[src/rtl/brew_sched_pkg.sv]
// Shared definitions for the brew scheduler: state encodings and the default
// tank/watchdog sizing that the brewer FSM also uses.
package brew_sched_pkg;

    localparam int CUPS_DEFAULT    = 3;
    localparam int TIMEOUT_DEFAULT = 20;

    typedef logic [2:0] state_t;

    localparam state_t ST_IDLE       = 3'b000;
    localparam state_t ST_DISPATCH   = 3'b001;
    localparam state_t ST_BREWING    = 3'b010;
    localparam state_t ST_DONE       = 3'b011;
    localparam state_t ST_NEED_WATER = 3'b100;
    localparam state_t ST_FAULT      = 3'b101;

endpackage

[src/rtl/brew_scheduler_if.sv]
// Station/brewer bus of the brew scheduler. The slave side is the scheduler;
// the master side is whatever drives the buttons and the brewer.
interface brew_scheduler_if #(
    parameter int CUP_W = $clog2(brew_sched_pkg::CUPS_DEFAULT + 1)
) ();
    logic [1:0]       req;
    logic             brew_done;
    logic             refill;
    logic             fault_clr;
    logic [1:0]       grant;
    logic             brew_start;
    logic [1:0]       served;
    logic [1:0]       pending;
    logic [CUP_W-1:0] cups_left;
    logic             need_water;
    logic             fault;
    logic [2:0]       state;

    modport master (
        output req, brew_done, refill, fault_clr,
        input  grant, brew_start, served, pending, cups_left, need_water, fault, state
    );

    modport slave (
        input  req, brew_done, refill, fault_clr,
        output grant, brew_start, served, pending, cups_left, need_water, fault, state
    );
endinterface

[src/rtl/brew_scheduler_rr_pick2.sv]
// Two-way round-robin pick: a sole pending station wins; when both are
// pending, the one that was not served last wins. Purely combinational.
module rr_pick2 (
    input  logic [1:0] pending,
    input  logic       last_served,
    output logic [1:0] winner
);
    always_comb begin
        case (pending)
            2'b01:   winner = 2'b01;
            2'b10:   winner = 2'b10;
            2'b11:   winner = last_served ? 2'b01 : 2'b10;
            default: winner = 2'b00;
        endcase
    end
endmodule

[src/rtl/brew_scheduler.sv]
// Shares one brew unit between two stations: latches orders, grants them
// round-robin, runs the brewer under a watchdog and tracks tank water.
module brew_scheduler
    import brew_sched_pkg::*;
#(
    parameter int CUPS    = CUPS_DEFAULT,
    parameter int TIMEOUT = TIMEOUT_DEFAULT
) (
    input logic             clk_1Hz,
    input logic             reset_n,
    brew_scheduler_if.slave bus
);
    localparam int CUP_W = $clog2(CUPS + 1);
    localparam int TMR_W = $clog2(TIMEOUT);
    localparam logic [CUP_W-1:0] CUPS_FULL = CUP_W'(CUPS);
    localparam logic [TMR_W-1:0] TMR_LAST  = TMR_W'(TIMEOUT - 1);

    state_t           state_q, state_n;
    logic [1:0]       pending_q, pending_n;
    logic [1:0]       winner_q, pick;
    logic             last_served_q;
    logic [CUP_W-1:0] cups_q;
    logic [TMR_W-1:0] timer_q;

    logic [1:0] grant, served;
    logic       brew_start, need_water, fault;
    logic       dispatch_go, refill_ok;

    rr_pick2 u_pick (
        .pending     (pending_q),
        .last_served (last_served_q),
        .winner      (pick)
    );

    // NOTE: sequential state uses non-blocking assignments so every register
    // samples pre-edge values regardless of process order.
    always_ff @(posedge clk_1Hz or negedge reset_n) begin
        if (!reset_n) state_q <= ST_IDLE;
        else          state_q <= state_n;
    end

    always_comb begin
        // NOTE: defaulting every always_comb output first prevents latch inference.
        state_n = state_q;
        case (state_q)
            ST_IDLE: begin
                if (cups_q == '0)         state_n = ST_NEED_WATER;
                else if (pending_q != '0) state_n = ST_DISPATCH;
            end
            ST_DISPATCH:   state_n = ST_BREWING;
            ST_BREWING: begin
                // brew_done beats the watchdog when both land together
                if (bus.brew_done)          state_n = ST_DONE;
                else if (timer_q == TMR_LAST) state_n = ST_FAULT;
            end
            ST_DONE:       state_n = ST_IDLE;
            ST_NEED_WATER: if (bus.refill)    state_n = ST_IDLE;
            ST_FAULT:      if (bus.fault_clr) state_n = ST_IDLE;
            default:       state_n = ST_IDLE;
        endcase
    end

    always_comb begin
        grant      = 2'b00;
        served     = 2'b00;
        brew_start = 1'b0;
        need_water = 1'b0;
        fault      = 1'b0;
        case (state_q)
            ST_DISPATCH: begin
                grant      = winner_q;
                brew_start = 1'b1;
            end
            ST_BREWING:    grant = winner_q;
            ST_DONE: begin
                grant  = winner_q;
                served = winner_q;
            end
            ST_NEED_WATER: need_water = 1'b1;
            ST_FAULT:      fault      = 1'b1;
            default: ;
        endcase
    end

    assign dispatch_go = (state_q == ST_IDLE) && (state_n == ST_DISPATCH);
    assign refill_ok   = bus.refill &&
                         (state_q inside {ST_IDLE, ST_NEED_WATER, ST_FAULT});
    // A granted station cannot re-order; DONE clears the winner and wins over a new press.
    assign pending_n   = (pending_q | (bus.req & ~grant)) & ~served;

    // NOTE: every register here, including the cup count, has a defined reset
    // value because the block must come out of reset in a known IDLE state.
    always_ff @(posedge clk_1Hz or negedge reset_n) begin
        if (!reset_n) begin
            pending_q     <= 2'b00;
            winner_q      <= 2'b00;
            last_served_q <= 1'b1;
            cups_q        <= CUPS_FULL;
            timer_q       <= '0;
        end else begin
            pending_q <= pending_n;

            if (dispatch_go) winner_q <= pick;

            if (refill_ok)        cups_q <= dispatch_go ? CUPS_FULL - CUP_W'(1) : CUPS_FULL;
            else if (dispatch_go) cups_q <= cups_q - CUP_W'(1);

            if (state_q == ST_DISPATCH)
                timer_q <= '0;
            else if (state_q == ST_BREWING && timer_q != TMR_LAST)
                timer_q <= timer_q + TMR_W'(1);

            if (state_q == ST_DONE) last_served_q <= winner_q[1];
        end
    end

    assign bus.grant      = grant;
    assign bus.brew_start = brew_start;
    assign bus.served     = served;
    assign bus.pending    = pending_q;
    assign bus.cups_left  = cups_q;
    assign bus.need_water = need_water;
    assign bus.fault      = fault;
    assign bus.state      = state_q;

endmodule

[src/flat_wrapper.sv]
// flat-port wrapper written by rule: the top's interface ports become plain ports
module brew_scheduler_flat import brew_sched_pkg::*;
#(
    parameter int CUPS    = CUPS_DEFAULT,
    parameter int TIMEOUT = TIMEOUT_DEFAULT
)
  (clk_1Hz, reset_n, bus_req, bus_brew_done, bus_refill, bus_fault_clr, bus_grant, bus_brew_start, bus_served, bus_pending, bus_cups_left, bus_need_water, bus_fault, bus_state);
  brew_scheduler_if #(.CUP_W(2)) bus_i ();
  input logic clk_1Hz;
  input logic reset_n;
  input wire logic [$bits(bus_i.req)-1:0] bus_req;
  input wire logic [$bits(bus_i.brew_done)-1:0] bus_brew_done;
  input wire logic [$bits(bus_i.refill)-1:0] bus_refill;
  input wire logic [$bits(bus_i.fault_clr)-1:0] bus_fault_clr;
  output wire logic [$bits(bus_i.grant)-1:0] bus_grant;
  output wire logic [$bits(bus_i.brew_start)-1:0] bus_brew_start;
  output wire logic [$bits(bus_i.served)-1:0] bus_served;
  output wire logic [$bits(bus_i.pending)-1:0] bus_pending;
  output wire logic [$bits(bus_i.cups_left)-1:0] bus_cups_left;
  output wire logic [$bits(bus_i.need_water)-1:0] bus_need_water;
  output wire logic [$bits(bus_i.fault)-1:0] bus_fault;
  output wire logic [$bits(bus_i.state)-1:0] bus_state;
  assign bus_i.req = bus_req;
  assign bus_i.brew_done = bus_brew_done;
  assign bus_i.refill = bus_refill;
  assign bus_i.fault_clr = bus_fault_clr;
  assign bus_grant = bus_i.grant;
  assign bus_brew_start = bus_i.brew_start;
  assign bus_served = bus_i.served;
  assign bus_pending = bus_i.pending;
  assign bus_cups_left = bus_i.cups_left;
  assign bus_need_water = bus_i.need_water;
  assign bus_fault = bus_i.fault;
  assign bus_state = bus_i.state;
  brew_scheduler #(.CUPS(CUPS), .TIMEOUT(TIMEOUT)) u_core (.clk_1Hz(clk_1Hz), .reset_n(reset_n), .bus(bus_i));
endmodule
[config.mk]
export PLATFORM = sky130hd
export DESIGN_NAME = brew_scheduler_flat
export DESIGN_NICKNAME = d
export VERILOG_FILES = /design/src/rtl/brew_sched_pkg.sv /design/src/rtl/brew_scheduler_if.sv /design/src/rtl/brew_scheduler_rr_pick2.sv /design/src/rtl/brew_scheduler.sv /design/src/flat_wrapper.sv
export SDC_FILE = /design/constraint.sdc
export NUM_CORES = 1
export LEC_CHECK = 0
export ABC_AREA = 1
export BUFFER_PORTS_ARGS = -buffer_cell sky130_fd_sc_hd__buf_2
export CAP_MARGIN = 20
export CORE_ASPECT_RATIO = 1.2
export CORE_MARGIN = 1.5
export CORE_UTILIZATION = 40
export DETAILED_ROUTE_END_ITERATION = 10
export SYNTH_ARGS = -nofsm -noshare
export SYNTH_HDL_FRONTEND = slang
export SYNTH_SLANG_ARGS = --single-unit
[constraint.sdc]
create_clock -name clk_1Hz -period 2 [get_ports clk_1Hz]
set_input_delay 0.4 -clock clk_1Hz [delete_from_list [all_inputs] [get_ports clk_1Hz]]
set_output_delay 0.4 -clock clk_1Hz [all_outputs]
set_load 0.01 [all_outputs]
==> results of run 1 <==
## cell usage in the layout, fill, tap and decap left out
master,count
a21oi_1,4
buf_2,20
clkbuf_1,1
clkbuf_4,3
dfrtp_1,12
dfstp_2,3
ha_1,2
inv_1,16
inv_2,5
nand2_1,29
nand2_2,3
nand2_4,2
nand3_1,14
nand3_2,1
nand4_1,4
nor2_1,15
nor2_2,4
nor3_1,1
o21ai_0,2
o21ai_1,1
o21bai_1,1
xnor2_1,1
xor2_1,1
## stage by stage
step	worst slack, ns	cell area (sq um)	util	cells
5_1_grt	0.0683	1050	0.501	175
4_1_cts	0.230	1050	0.501	175
2_1_floorplan	0.640	896	-	122
6_report	0.238	1050	0.501	175
3_3_place_gp	0.593	1020	0.488	171
3_5_place_dp	0.568	1020	0.488	171
## worst reg2reg max path, delay by kind of cell (launching register included)
| kind | cells | cell delay (ns) |
|---|---|---|
| compound gates | 2 | 0.24 |
| buf+inv | 1 | 0.05 |
| flops | 1 | 0.54 |
| fa+ha+maj | 1 | 0.22 |
| simple gates | 2 | 0.22 |
## cell usage after synthesis
library cell / n / area share
nand2_4: 2 / 0.025
o21bai_1: 1 / 0.0084
xor2_1: 1 / 0.0098
dfrtp_1: 12 / 0.34
dfstp_2: 3 / 0.088
buf_6: 1 / 0.013
ha_1: 2 / 0.028
nand3_1: 14 / 0.078
inv_1: 16 / 0.067
nand2_2: 3 / 0.021
nand2_1: 29 / 0.12
o21ai_1: 1 / 0.0056
nand3_2: 1 / 0.011
nor2_2: 4 / 0.028
xnor2_1: 1 / 0.0098
a21oi_1: 4 / 0.022
nor3_1: 1 / 0.0056
nand4_1: 4 / 0.028
inv_2: 5 / 0.021
nor2_1: 15 / 0.063
o21ai_0: 2 / 0.011
## sequential cells by signal, indices dropped and copies added (netlist names)
name and flops:
u_core.bus.pending 2, u_core.timer_q 5, u_core.bus.state 3, u_core.last_served_q 1
u_core.bus.cups_left 2, u_core.winner_q 2
## power breakdown
| group | internal [uW] | switching [uW] | leakage [uW] |
|---|---|---|---|
| combinational | 338 | 546 | 0.000406 |
| clock | 77.6 | 97.8 | 0.0000150 |
| sequential | 457 | 155 | 0.000181 |
## logic make-up after synthesis
family | after synthesis | share of synthesized area
compound gates | 8 | 0.0475
xor+xnor | 2 | 0.0196
flops | 15 | 0.423
simple gates | 73 | 0.381
buf+inv | 22 | 0.101
fa+ha+maj | 2 | 0.0279
## final timing paths
| path | cells past startpoint | end | slack [ns] | start |
|---|---|---|---|---|
| worst min register to register | 2 | u_core.bus.cups_left[1] | 0.50 | u_core.bus.cups_left[1] |
| worst min-delay path | 1 | u_core.timer_q[1] | 0.007 | reset_n |
| max in group asynchronous | 1 | u_core.bus.cups_left[0] | 1.69 | reset_n |
| worst max-delay path | 6 | bus_served[0] | 0.24 | u_core.bus.state[2] |
| min in group clk_1Hz | 3 | u_core.bus.pending[1] | 0.36 | bus_req[1] |
| worst max register to register | 6 | u_core.winner_q[0] | 0.66 | u_core.bus.cups_left[0] |
## cell type report
| class | instances | share of cell area |
|---|---|---|
| Inverter | 21 | 0.0752 |
| Tap cell | 30 | 0.0358 |
| Timing Repair Buffer | 20 | 0.0955 |
| Multi-Input combinational cell | 85 | 0.407 |
| Sequential cell | 15 | 0.362 |
| Clock buffer | 4 | 0.0251 |
## metal layers
metal	routed length, um	track usage	vias up
met5	0	0	-
met4	23	0.0857	0
met3	59	0.0198	4
met2	945	0.313	14
met1	803	0.211	364
li1	-	-	429
==> flow_summary_export.csv, run 1 <==
group,metric,value,unit
worst_setup_path,critPathLaunchType,"flop",
route,wl_per_cell,10.5,um
die,ios,21,
final_layout,regArea,379,sq um
clocking,cts_tree,"yes",
route,drt_iter0_markers,16,
clocking,worstSkewPairLatency,0.29,ns
clocking,root_buffer,"clkbuf_4",
worst_setup_path,cp_slowest_cell,"dfrtp_1",
worst_setup_path,arrival,1.36,ns
worst_setup_path,cpPeakStageDelay,0.44,ns
yosys,yosys_warnings,0,
sta,timing.slew.headroom,0.766,
yosys,syn_nets,131,
clocking,postCtsHoldBufs,0,
placed_design,place.detailed.hpwl,1460,um
final_layout,layout-drive-gt1-share,0.283,
worst_setup_path,path_buf_inv,3,
sta,fin_hold_ws,0.00668,ns
clocking,cts_resized,0,
die,die_w,46.2,um
clocking,clock-sinks,15,
route,drc,0,
yosys,syn-cell-area,896,sq um
die,rows,18,
yosys,synth.yosys.seq_area_share,0.423,
clocking,post_cts_buffers,0,
power,peakVddDrop,842,uV
clocking,clock_path_buffers,2,
yosys,ys_types,21,
clocking,htree_levels,1,
clocking,clk_pin_slew,0.09,ns
sta,tns,0,ns
sta,period_minus_slack,1.76,ns
grt,grt_pass1_vias,734,
route,routed_wl,1830,um
die,die_area,2530,sq um
sta,clock_skew,0.00205,ns
flow_run,max-cap-violations,0,
grt,grt_pass1_wl,3140,um
yosys,ys_ff_latch,15,
placed_design,portBuffers,20,
final_layout,diodes,0,
yosys,synth_area_per_cell,7.34,sq um
sta,rsz0062_at_grt,"no",
final_layout,multi_input_area,427,sq um
route,postRouteAntennaNets,0,
grt,grt_max_degree,16,
sta,max_freq,568,MHz
route,viasPerCell,4.63,
worst_setup_path,required,1.60,ns
worst_setup_path,crit_top_cell,"inv_2",
power,leakagePower,0.000602,uW
die,die_h,54.8,um
worst_hold_path,hold_class,"in -> async",
worst_setup_path,path_delay_family,"flip-flops",
power,p_total,1670,uW
grt,gr-total-overflow,0,
grt,grt_usage,0.178,
final_layout,fin_nets,155,
placed_design,gp_congestion,0.799,
grt,antenna_found_initial,0,
sta,worst-slew-pin-transition,0.351,ns
route,dr.pass1.iters,4,
status,status,"finished, final reports clean",
clocking,cts_buffers,3,
sta,setup-violations-final,0,
die,start_util,0.428,
sta,timing.final.crit_share,0.881,
worst_setup_path,crit_type,"reg -> out",
final_layout,n_fill_cell,214,
worst_setup_path,crit_chain,"inv_2 > nand2_2 > inv_2 > nand2_1 > nor2_1 > buf_2",
final_layout,syn_to_final_growth,17.0,%
worst_setup_path,critPathMaxFanout,5,
route,vias,811,
power,cellPowerDensity,1590,nW/um^2
sta,hold_viol_final,0,
worst_setup_path,end_kind,"primary output",
die,coreArea,2090,sq um
sta,drv_slew,0,
yosys,synthCells,122,
No activity file was read; power rests on OpenSTA's default activity.
==> run 2: changes to the inputs <==
==> constraint.sdc (replaced) <==
create_clock -name clk_1Hz -period 1.5 [get_ports clk_1Hz]
set_input_delay 0.3 -clock clk_1Hz [delete_from_list [all_inputs] [get_ports clk_1Hz]]
set_output_delay 0.3 -clock clk_1Hz [all_outputs]
set_load 0.01 [all_outputs]
==> run 2 against run 1 <==
Cell count rose by 9.1%. Critical path type unchanged. Clock power up 31%. Sequential share of layout area shrank 5.1 points. Register-to-register slack worse by 0.56 ns.
==> flow_summary_export.csv, run 2 (synthesis gave the netlist of run 1 again) <==
group,metric,value,unit
clocking,clock_path_buffers,2,
worst_hold_path,hold_class,"in -> reg",
route,wl_per_cell,11.0,um
power,peakVddDrop,1090,uV
clocking,cts_tree,"yes",
sta,max_freq,668,MHz
clocking,cts_buffers,3,
sta,rsz0062_at_grt,"yes",
status,status,"finished, final reports clean",
worst_hold_path,hold_depth,3,
clocking,worstSkewPairLatency,0.28,ns
final_layout,final_cell_mix,"28 x nand2_1, 18 x buf_2, 16 x inv_1",
placed_design,dpl_cell_area,1040,sq um
sta,drv_slew,0,
clocking,root_buffer,"clkbuf_4",
worst_setup_path,crit_chain,"inv_4 > nand2_1 > nand3_2 > inv_1 > buf_2",
sta,worst-slew-pin-transition,0.357,ns
sta,timing.final.crit_share,0.998,
die,die_h,54.8,um
final_layout,regMostFlops,"u_core.timer_q",
sta,timing.slew.headroom,0.762,
sta,clock_skew,0.00102,ns
sta,period_minus_slack,1.50,ns
die,coreArea,2090,sq um
route,viasPerCell,4.83,
grt,grt_usage,0.196,
final_layout,layout-drive-gt1-share,0.391,
final_layout,syn_to_final_growth,36.6,%
worst_setup_path,reg2reg_to,"u_core.bus.pending[0]",
clocking,htree_levels,1,
final_layout,fin_nets,171,
final_layout,diodes,0,
final_layout,final_util,0.584,
sta,fin_hold_ws,0.284,ns
clocking,clk_pin_slew,0.09,ns
worst_setup_path,critPathMaxFanout,7,
placed_design,place.detailed.hpwl,1490,um
grt,gr-total-overflow,0,
die,start_util,0.428,
die,ios,21,
clocking,clock-sinks,15,
final_layout,final_common_cell,"nand2_1",
route,drt_iter0_markers,9,
worst_setup_path,cp_slowest_cell,"dfrtp_2",
sta,tns,0,ns
route,drc,0,
worst_setup_path,crit_type,"reg -> out",
worst_setup_path,worstSetupStartpoint,"u_core.bus.state[1]",
sta,hold_viol_final,0,
grt,grt_pass1_vias,924,
route,postRouteAntennaNets,0,
power,leakagePower,0.000694,uW
die,rows,18,
worst_setup_path,critPathLaunchType,"flop",
grt,antenna_found_initial,0,
worst_setup_path,reg2reg_from,"u_core.bus.state[0]",
sta,setup-violations-final,0,
power,cellPowerDensity,2130,nW/um^2
worst_setup_path,cpPeakStageDelay,0.45,ns
final_layout,final_cell_area,1220,sq um
worst_setup_path,reg2reg_depth,9,
worst_setup_path,required,1.20,ns
placed_design,portBuffers,20,
worst_hold_path,holdCritStartpoint,"bus_req[1]",
die,die_area,2530,sq um
grt,grt_pass1_wl,3610,um
die,die_w,46.2,um
worst_setup_path,crit_end,"bus_grant[1]",
grt,grt_max_degree,16,
flow_run,max-cap-violations,0,
worst_setup_path,end_kind,"primary output",
route,dr.pass1.iters,4,
route,vias,923,
final_layout,largest_reg_flops,5,
route,routed_wl,2110,um
final_layout,n_fill_cell,187,
worst_setup_path,arrival,1.20,ns
placed_design,gp_congestion,0.813,
worst_setup_path,reg2reg_slack,0.10,ns
-- run 2: cell types whose count changed in the layout (fill, tap and decap cells not counted), sizes merged --
cell,delta
dlygate4sd3,+1
clkinv,+1
buf,+15
clkbuf,-1
-- run 2: cell type report --
cell class                 instances  area (sq um)  area share
clock buffer                       3          22.5      0.0184
inverter                          21          83.8      0.0685
tap                               30          37.5      0.0307
clock inverter                     1          5.00     0.00409
multi-input combinational         85           459       0.375
sequential                        15           380       0.311
timing repair buffer              36           235       0.192
-- run 2: layer usage --
metal	GRT usage	part of all wire	vias to the layer above
met4	0.0667	0.0071	0
li1	-	-	460
met1	0.207	0.41	440
met3	0.0231	0.032	2
met5	0	0	-
met2	0.387	0.55	21
-- run 2: metrics by stage --
step | setup WS [ns] | power (uW) | cells
detailed placement | 0.142 | 2070 | 173
floorplan | 0.223 | 1700 | 122
finish | 0.00268 | 2610 | 191
CTS | 0.000414 | 2560 | 189
global placement | 0.136 | 2050 | 173
global route | -0.0633 | 2870 | 191
-- run 2: worst min-delay path by stage --
| stage | to | slack, ns |
|---|---|---|
| 6_report | u_core.bus.pending[1] | 0.28 |
| 5_1_grt | u_core.bus.pending[0] | 0.27 |
| 4_1_cts | u_core.bus.pending[1] | 0.26 |
| 3_5_place_dp | u_core.timer_q[2] | 0.23 |
| 3_3_place_gp | u_core.timer_q[2] | 0.23 |
| 2_1_floorplan | u_core.bus.pending[0] | 0.004 |
-- run 2: power breakdown --
part / leakage, uW / internal (uW) / switching (uW)
clock: 0.0000177 / 98.7 / 130
sequential: 0.000179 / 613 / 184
combinational: 0.000497 / 682 / 901
-- run 2: critical path, delay by kind of cell (launching register included) --
| family | cells | cell delay (ns) |
|---|---|---|
| buf+inv | 3 | 0.28 |
| simple gates | 2 | 0.19 |
| flops | 1 | 0.45 |
-- run 2: what timing repair did --
action,CTS,global route
endpoints found under the setup margin,5,6
hold endpoints to repair,12,0
pin swaps,3,1
resized for setup,10,3
hold buffers,1,0
buffers inserted,11,2
==> run 3: changes to the inputs <==
--- a/config.mk
+++ b/config.mk
@@ -5,7 +5,7 @@
 export SDC_FILE = /design/constraint.sdc
 export NUM_CORES = 1
 export LEC_CHECK = 0
-export ABC_AREA = 1
+export ABC_AREA = 0
 export BUFFER_PORTS_ARGS = -buffer_cell sky130_fd_sc_hd__buf_2
 export CAP_MARGIN = 20
 export CORE_ASPECT_RATIO = 1.2
@@ -15,3 +15,4 @@
 export SYNTH_ARGS = -nofsm -noshare
 export SYNTH_HDL_FRONTEND = slang
 export SYNTH_SLANG_ARGS = --single-unit
+export TNS_END_PERCENT = 20
==> constraint.sdc (replaced) <==
create_clock -name clk_1Hz -period 1.9 [get_ports clk_1Hz]
set_input_delay 0.38 -clock clk_1Hz [delete_from_list [all_inputs] [get_ports clk_1Hz]]
set_output_delay 0.38 -clock clk_1Hz [all_outputs]
set_load 0.01 [all_outputs]
==> run 3 against run 2 <==
Sequential share of layout area up 6.8 points. Global-route usage down 2.2 points. Cell area down 18%. Routed wire length down 14%. Largest cell class unchanged. First-iteration DRC count up 33%. Critical path depth down 2.
==> flow_summary_export.csv, run 3 <==
group,metric,value,unit
status,status,"finished, final reports clean",
yosys,yosys.area_share.simple,0.220,
grt,grt_usage,0.174,
route,drc,0,
worst_setup_path,cp_slowest_cell,"dfrtp_2",
yosys,synth-compound-area-share,0.190,
clocking,clk_pin_slew,0.09,ns
placed_design,dp_cells,119,
route,viasPerCell,5.48,
worst_setup_path,arrival,1.42,ns
placed_design,portBuffers,20,
final_layout,diodes,0,
die,die_h,53.6,um
final_layout,final_cell_mix,"20 x buf_2, 11 x dfrtp_1, 7 x inv_1",
placed_design,place.detailed.hpwl,1340,um
final_layout,fin_cells,124,
worst_setup_path,crit_chain,"or3b_4 > inv_2 > buf_2",
sta,timing.final.crit_share,0.948,
route,vias,679,
sta,clock_skew,0.00476,ns
yosys,muxShareOfSynthArea,0.0351,
die,ios,21,
final_layout,regMostFlops,"u_core.timer_q",
clocking,htree_levels,1,
yosys,synth_common_cells,"12 x dfrtp_1, 7 x inv_1, 4 x nor2_1, 4 x o211ai_1, 4 x o31ai_1",
grt,antenna_found_initial,0,
yosys,synthCells,81,
worst_setup_path,critPathMaxFanout,13,
yosys,yosys_warnings,0,
grt,grt_max_degree,16,
die,rows,18,
yosys,ys_ff_latch,15,
die,die_area,2420,sq um
yosys,synth-xor-area-share,0.0102,
final_layout,syn_to_final_growth,17.6,%
route,postRouteAntennaNets,0,
yosys,synth_edf_count,0,
clocking,cts_buffers,3,
clocking,worstSkewPairLatency,0.28,ns
yosys,synth_top_area_share,0.351,
flow_run,max-cap-violations,0,
clocking,post_cts_buffers,0,
yosys,ys_types,39,
yosys,synth_top_family_by_area,"simple AND/OR/NAND/NOR gates",
clocking,cts_tree,"yes",
sta,setup-violations-final,0,
yosys,synth.yosys.seq_area_share,0.444,
yosys,synth_area_per_cell,10.6,sq um
yosys,syn_nets,90,
route,dr.pass1.iters,4,
power,peakVddDrop,930,uV
grt,grt_pass1_wl,3040,um
yosys,synth_top_area_cell,"dfrtp_1",
yosys,synth-adder-area-share,0.0293,
grt,grt_pass1_vias,677,
final_layout,layout-drive-gt1-share,0.356,
sta,period_minus_slack,1.80,ns
route,wl_per_cell,14.7,um
worst_setup_path,crit_type,"reg -> out",
die,start_util,0.422,
power,leakagePower,0.000506,uW
worst_setup_path,critPathLaunchType,"flop",
clocking,clock_path_buffers,2,
sta,worst-slew-pin-transition,0.361,ns
worst_hold_path,hold_class,"in -> reg",
grt,gr-total-overflow,0,
clocking,root_buffer,"clkbuf_4",
final_layout,fin_nets,114,
yosys,synthArstFlopShare,1.00,
power,cellPowerDensity,1680,nW/um^2
yosys,synth.area.top_cells,"dfrtp_1 35%, dfstp_2 9.2%, mux2i_1 3.5%, o211ai_1 3.5%, o31ai_1 3.5%",
yosys,syn-cell-area,855,sq um
yosys,yosys.cell_count.top_type,"dfrtp_1",
worst_setup_path,end_kind,"primary output",
sta,hold_viol_final,0,
sta,timing.slew.headroom,0.759,
sta,tns,0,ns
sta,drv_slew,0,
sta,rsz0062_at_grt,"no",
route,drt_iter0_markers,12,
final_layout,final_common_cell,"buf_2",
die,die_w,45.2,um
yosys,synth_ff_type,"dfrtp_1",
final_layout,largest_reg_flops,5,
worst_setup_path,required,1.52,ns
die,coreArea,2030,sq um
final_layout,n_fill_cell,205,
clocking,clock-sinks,15,
placed_design,gp_congestion,0.727,
final_layout,final_util,0.496,
sta,max_freq,555,MHz
worst_setup_path,cpPeakStageDelay,0.50,ns
route,routed_wl,1820,um
run 3: changes by cell type in the layout (fill, tap and decap cells not counted), moves of 4 or more:
| cell | delta |
|---|---|
| nor2_2 | -4 |
| o31ai_1 | +4 |
| nand2_1 | -25 |
| inv_1 | -9 |
| buf_4 | -13 |
| nand3_1 | -11 |
| nor2_1 | -9 |
| o211ai_1 | +4 |
run 3: where the power goes:
part | switching [uW] | internal (uW) | leakage (uW)
Sequential | 138 | 478 | 0.000180
Combinational | 460 | 425 | 0.000308
Clock | 106 | 78.2 | 0.0000177
run 3: area by class of cell:
class,count,area (sq um),share of cell area
flip-flops and latches,15,380,0.379
repair buffers,23,125,0.125
multi-input cells,54,417,0.415
clock buffers,3,22.5,0.0224
inverters,8,30.0,0.0299
well taps,20,25.0,0.0249
clock inverters,1,5.00,0.00498
run 3: repair_timing:
| item | 4_1_cts | 5_1_grt |
|---|---|---|
| gates resized for setup | 1 | 1 |
| endpoints found under the hold margin | 12 | 0 |
| setup endpoints to repair | 1 | 2 |
| pin swaps | 0 | 0 |
| hold buffers | 1 | 0 |
run 3: logic make-up after synthesis:
kind of cell    after synthesis
compound gates               21
xor+xnor                      1
fa+ha+maj                     2
buf+inv                      12
flops                        15
mux                           3
simple gates                 27
run 3: final timing paths:
path                                    startpoint                 endpoint  slack [ns]  cells past startpoint
min in group asynchronous                  reset_n        u_core.timer_q[2]        0.53                      2
setup reg to reg           u_core.bus.cups_left[0]  u_core.bus.cups_left[1]        0.33                      5
setup / recovery               u_core.bus.state[1]           bus_brew_start         0.1                      3
hold / removal                          bus_req[0]    u_core.bus.pending[0]        0.35                      3
hold reg to reg                  u_core.timer_q[4]        u_core.timer_q[4]        0.50                      1
max in group asynchronous                  reset_n  u_core.bus.cups_left[0]        1.06                      2
run 3: critical path: cells and delay by family, from the launching register on:
family | cells | cell delay [ns]
flip-flops | 1 | 0.50
buffers and inverters | 2 | 0.20
AND/OR/NAND/NOR | 1 | 0.44
run 3: through the flow:
step	area [sq um]	power [uW]	hold slack, ns	setup WS [ns]
2_1_floorplan	855	1250	0.0844	0.369
3_5_place_dp	963	1490	0.309	0.313
6_report	1000	1680	0.351	0.0988
5_1_grt	1000	1840	0.371	0.0244
4_1_cts	1000	1710	0.346	0.0344
3_3_place_gp	963	1460	0.313	0.343
run 3: routing by layer:
layer,global-route usage,vias up,routed length [um]
met5,0,-,0
met4,0.0882,0,14
met1,0.219,320,873
met2,0.288,20,859
met3,0.0235,2,71
li1,-,337,-
